--- config.mk ---
export PLATFORM = sky130hd
export DESIGN_NAME = alu_issue
export DESIGN_NICKNAME = d
export VERILOG_FILES = /design/src/rtl/cpu_types_pkg.sv /design/src/rtl/alu_funct_decode.sv /design/src/rtl/alu_issue.sv
export SDC_FILE = /design/constraint.sdc
export NUM_CORES = 1
export LEC_CHECK = 0
export ABC_AREA = 1
export CORE_MARGIN = 8
export CORE_UTILIZATION = 44
export CTS_BUF_LIST = sky130_fd_sc_hd__clkbuf_2
export DETAILED_ROUTE_END_ITERATION = 16
export PLACE_DENSITY_LB_ADDON = 0.2
export SLEW_MARGIN = 20
export SYNTH_ARGS = -nofsm -noshare
export SYNTH_HDL_FRONTEND = slang
export SYNTH_HIERARCHICAL = 1
export SYNTH_SLANG_ARGS = --single-unit
export TNS_END_PERCENT = 100
--- constraint.sdc ---
create_clock -name CLK -period 1.9 [get_ports CLK]
set_input_delay 0.475 -clock CLK [delete_from_list [all_inputs] [get_ports CLK]]
set_output_delay 0.475 -clock CLK [all_outputs]
set_load 0.005 [all_outputs]
--- src/rtl/cpu_types_pkg.sv ---
// Shared CPU word, ALU opcode and MIPS funct definitions.
package cpu_types_pkg;

  localparam int WORD_W = 32;

  typedef logic [WORD_W-1:0] word_t;

  typedef enum logic [3:0] {
    ALU_AND  = 4'd0,
    ALU_OR   = 4'd1,
    ALU_XOR  = 4'd2,
    ALU_NOR  = 4'd3,
    ALU_ADD  = 4'd4,
    ALU_SUB  = 4'd5,
    ALU_SLT  = 4'd6,
    ALU_SLTU = 4'd7,
    ALU_SLL  = 4'd8,
    ALU_SRL  = 4'd9
  } aluop_t;

  typedef logic [5:0] funct_t;

  localparam funct_t FUNCT_SLL  = 6'h00;
  localparam funct_t FUNCT_SRL  = 6'h02;
  localparam funct_t FUNCT_ADD  = 6'h20;
  localparam funct_t FUNCT_ADDU = 6'h21;
  localparam funct_t FUNCT_SUB  = 6'h22;
  localparam funct_t FUNCT_SUBU = 6'h23;
  localparam funct_t FUNCT_AND  = 6'h24;
  localparam funct_t FUNCT_OR   = 6'h25;
  localparam funct_t FUNCT_XOR  = 6'h26;
  localparam funct_t FUNCT_NOR  = 6'h27;
  localparam funct_t FUNCT_SLT  = 6'h2A;
  localparam funct_t FUNCT_SLTU = 6'h2B;

endpackage

--- src/rtl/alu_funct_decode.sv ---
// Combinational R-type funct decoder: opcode, shift operand routing,
// overflow-trap enable and illegal-funct detection.
module alu_funct_decode
  import cpu_types_pkg::*;
(
  input  funct_t funct,
  output aluop_t aluop,
  output logic   is_shift,
  output logic   trap_en,
  output logic   illegal
);

  // Unrecognised functs fall through to a quiet AND with the illegal bit set.
  always_comb begin
    aluop    = ALU_AND;
    is_shift = 1'b0;
    trap_en  = 1'b0;
    illegal  = 1'b0;
    case (funct)
      FUNCT_SLL:  begin aluop = ALU_SLL; is_shift = 1'b1; end
      FUNCT_SRL:  begin aluop = ALU_SRL; is_shift = 1'b1; end
      FUNCT_ADD:  begin aluop = ALU_ADD; trap_en = 1'b1; end
      FUNCT_ADDU: aluop = ALU_ADD;
      FUNCT_SUB:  begin aluop = ALU_SUB; trap_en = 1'b1; end
      FUNCT_SUBU: aluop = ALU_SUB;
      FUNCT_AND:  aluop = ALU_AND;
      FUNCT_OR:   aluop = ALU_OR;
      FUNCT_XOR:  aluop = ALU_XOR;
      FUNCT_NOR:  aluop = ALU_NOR;
      FUNCT_SLT:  aluop = ALU_SLT;
      FUNCT_SLTU: aluop = ALU_SLTU;
      default:    illegal = 1'b1;
    endcase
  end

endmodule

--- src/rtl/alu_issue.sv ---
// ALU issue stage: accepts one R-type request, drives the external ALU
// from registered operands for one cycle, and returns the captured result.
//
// state | meaning
// IDLE  | req_ready=1, waiting for a request
// EXEC  | ALU driven from operand registers, result captured at cycle end
// RESP  | rsp_valid=1, response held until rsp_ready
module alu_issue
  import cpu_types_pkg::*;
(
  input  logic        CLK,
  input  logic        RST,
  input  logic        req_valid,
  output logic        req_ready,
  input  logic [5:0]  req_funct,
  input  logic [4:0]  req_shamt,
  input  logic [31:0] req_rs,
  input  logic [31:0] req_rt,
  output logic        rsp_valid,
  input  logic        rsp_ready,
  output logic [31:0] rsp_result,
  output logic        rsp_overflow,
  output logic        rsp_zero,
  output logic        rsp_negative,
  output logic        rsp_illegal,
  output aluop_t      alu_aluop,
  output logic [31:0] alu_port_a,
  output logic [31:0] alu_port_b,
  input  logic [31:0] alu_port_o,
  input  logic        alu_flag_overflow,
  input  logic        alu_flag_zero,
  input  logic        alu_flag_negative
);

  localparam logic [1:0] IDLE = 2'd0;
  localparam logic [1:0] EXEC = 2'd1;
  localparam logic [1:0] RESP = 2'd2;

  logic [1:0]  state;

  aluop_t      dec_aluop;
  logic        dec_is_shift;
  logic        dec_trap_en;
  logic        dec_illegal;

  logic [31:0] sel_a;
  logic [31:0] sel_b;

  aluop_t      aluop_q;
  logic [31:0] a_q;
  logic [31:0] b_q;
  logic        trap_en_q;
  logic        illegal_q;

  alu_funct_decode u_decode (
    .funct    (req_funct),
    .aluop    (dec_aluop),
    .is_shift (dec_is_shift),
    .trap_en  (dec_trap_en),
    .illegal  (dec_illegal)
  );

  // Operand routing at request time; illegal requests carry zero operands.
  always_comb begin
    sel_a = req_rs;
    sel_b = req_rt;
    if (dec_illegal) begin
      sel_a = '0;
      sel_b = '0;
    end else if (dec_is_shift) begin
      sel_a = req_rt;
      sel_b = {27'b0, req_shamt};
    end
  end

  // Handshake flags depend only on state.
  assign req_ready = (state == IDLE);
  assign rsp_valid = (state == RESP);

  // ALU sees real operands only in EXEC so its outputs stay quiet otherwise.
  always_comb begin
    alu_aluop  = ALU_AND;
    alu_port_a = '0;
    alu_port_b = '0;
    if (state == EXEC) begin
      alu_aluop  = aluop_q;
      alu_port_a = a_q;
      alu_port_b = b_q;
    end
  end

  // FSM, operand capture on accept and response capture at end of EXEC.
  always_ff @(posedge CLK) begin
    if (RST) begin
      state        <= IDLE;
      aluop_q      <= ALU_AND;
      a_q          <= '0;
      b_q          <= '0;
      trap_en_q    <= 1'b0;
      illegal_q    <= 1'b0;
      rsp_result   <= '0;
      rsp_overflow <= 1'b0;
      rsp_zero     <= 1'b0;
      rsp_negative <= 1'b0;
      rsp_illegal  <= 1'b0;
    end else begin
      case (state)
        IDLE: begin
          if (req_valid) begin
            aluop_q   <= dec_aluop;
            a_q       <= sel_a;
            b_q       <= sel_b;
            trap_en_q <= dec_trap_en;
            illegal_q <= dec_illegal;
            state     <= EXEC;
          end
        end
        EXEC: begin
          if (illegal_q) begin
            rsp_result   <= '0;
            rsp_overflow <= 1'b0;
            rsp_zero     <= 1'b1;
            rsp_negative <= 1'b0;
            rsp_illegal  <= 1'b1;
          end else begin
            rsp_result   <= alu_port_o;
            rsp_overflow <= alu_flag_overflow & trap_en_q;
            rsp_zero     <= alu_flag_zero;
            rsp_negative <= alu_flag_negative;
            rsp_illegal  <= 1'b0;
          end
          state <= RESP;
        end
        RESP: begin
          if (rsp_ready) begin
            state <= IDLE;
          end
        end
        default: state <= IDLE;
      endcase
    end
  end

endmodule

==> metrics.txt <==
RSZ-0062 raised after global routing=true; synthesized cell area=0.005004 mm²; Slowest Stage Delay on Critical Path=430 ps; H-tree levels=3; Routed WL=18010 µm; Total GRT Usage=0.2262; crit share post-route=1.106; die height=roughly 120 µm; DR DRC count=0; CP Data Arrival Time=1630 ps; Design Power=0.004558 W; row cnt=39; Post-DP Area=0.007485 mm²; most frequent cells in the layout=nand2_1, clkdlybuf4s50_1, inv_1; CTS tree=done; Synth warnings=6; Max Root-Sink Buffers=2; CP Launch Type=flop; Post-Synth Adder-Cell Area=0; global-route wire length before repair=27130 µm; clock skew=26.12 ps; drt pass-1 iters=5; pre-CTS worst setup slack=-235.7 ps; CTS Buf Count=9; Hold Fails Final Rpt=0; Vias/cell=between 4 and 5; Worst-Skew Late Latency=580 ps; Placeable Area=0.01127 mm²; CP Class=reg -> out; Worst path slowest cell=dfxtp_4; die width=approximately 120 µm; hold depth=3; failing checks=negative setup slack; main combinational cell family by area after synthesis=simple AND/OR/NAND/NOR gates; io pins=220; placer congestion estimate=0.8538; Cell Pwr Density=564.1 mW/mm²; Crit. End Element=output pin; top fanout value on the critical path=7; die area=0.01504 mm²; gr ovfl total=0; drt wl/cell=between 15 and 20 µm; M1 WL=around 7400 µm; setup ws final=-202.3 ps; Slew Limit Fails=0; maximum vdd drop=around 0.32 mV; Synth Net Count=887; Core Util, Final=0.7168; Mapped Avg Cell Area=approximately 6.5 µm²; WL met3=~1600 µm; setup violators final=69; Seq/Total Area, Yosys=0.4321; fmax=0.4757 GHz; clock-pin slew on the worst setup and hold paths=280 ps; post-route ant nets=0; largest net degree at the start of global routing=74; mux contribution to synthesized area=0; nets@finish=1121; Initial Util=0.4439; DRT iter0 DRCs=338; vias in the first global route=5337; status=complete, but fails checks; Max Cap Viol=0; met2 wire length=8783 µm; Synth Area in Simple Gates=0.3366; top sig layer=met4; DP HPWL=about 12000 µm; Netlist cell types=20; Area Overhead vs Synth=61.49%; Slew HR=0.6810; Pleak=~3.4 nW; Synth Area in XOR/XNOR=0; HP Class=in -> reg; #FFs+latches synth=108; clock period minus worst slack=2102 ps; Port Buffer Count=219; initial antenna violation count=0; Tightest Pin Transition=477.4 ps; Post-Synthesis Cells=773; worst r2r path cells=8; Critical Path RT=1420 ps; fin area=around 0.0081 mm²; CTS root buf=clkbuf_2; most common cell after layout, fill and taps aside=nand2_1; clk sinks=108; share of layout cells above drive strength 1=0.2470; critical path, cell by cell=inv_8 -> nand2_8 -> buf_16 -> buf_8 -> nor2_4 -> buf_6; vias=5696; n_diodes=0; Synth Area in Compound Gates=0.1110
-- power by group --
part           internal (W)  switching (W)
Combinational      0.000529       0.000507
Sequential          0.00236      0.0000461
Clock              0.000315       0.000799
Total               0.00321        0.00135
-- worst max-delay path: cells and delay by family, from the launching register on --
family                 cells  cell delay [ps]
buffers and inverters      4              490
and+or+nand+nor            2              160
DFF                        1              430
-- synth_stat cells (all sizes together) --
cell type	instances	share of area
a21oi	77	0.077
buf	41	0.048
clkbuf	10	0.0075
clkinv	1	0.00075
dfxtp	108	0.43
inv	86	0.065
nand2	257	0.19
nand3	70	0.071
nand4	1	0.0013
nor2	86	0.069
nor3	2	0.0020
o21ai	34	0.034
-- metrics by stage --
stage / hold WS (ps) / instances / TNS (ps)
global placement: 442.5 / 1115 / -8436
CTS: 339.4 / 1152 / -15710
finish: 373.0 / 1155 / -8446
global route: 299.0 / 1155 / -18750
detailed placement: 448.9 / 1115 / -12210
floorplan: 430.7 / 773 / 0
-- metal layers --
metal | vias to the layer above | GRT usage
met5 | - | 0
met4 | 0 | 0.06093
met3 | 21 | 0.07590
met2 | 213 | 0.3714
met1 | 2606 | 0.2782
li1 | 2856 | -
-- worst paths after layout --
check                               from                           to  slack, ps
max                state[1]$_SDFFE_PP0P_               alu_port_b[31]       -200
min                                  RST         a_q[28]$_SDFFE_PP0P_        370
max reg2reg        state[1]$_SDFFE_PP0P_    rsp_overflow$_SDFFE_PP0N_        190
min reg2reg  rsp_result[23]$_SDFFE_PP0N_  rsp_result[23]$_SDFFE_PP0N_        480
-- flip-flops by register name, indices dropped and copies added, names as in the netlist, 2 cells and up --
| name | cells |
|---|---|
| rsp_result | 32 |
| b_q | 32 |
| aluop_q | 4 |
| a_q | 32 |
| state | 2 |
-- logic make-up (layout without fill, tap and decap cells) --
family,Yosys count,in the layout
compound gates,111,111
buf+inv,138,375
flops,108,108
simple gates,416,418
-- final cells by class --
cell class | instances | area, µm²
well taps | 143 | 178.9
clock buffers | 9 | 45.04
flip-flops and latches | 108 | 2215
fillers | 969 | 3192
multi-input cells | 529 | 2630
repair buffers | 272 | 2603
inverters | 87 | 334.1
clock inverters | 7 | 75.07
-- what timing repair did --
action	4_1_cts	5_1_grt
gates cloned	7	1
setup buffers	14	6
resized for setup	403	86
endpoints found under the setup margin	106	105
pin swaps	4	5
hold buffers	0	0
hold endpoints to repair	0	0
Note: power is estimated with default switching activity, not from simulation.
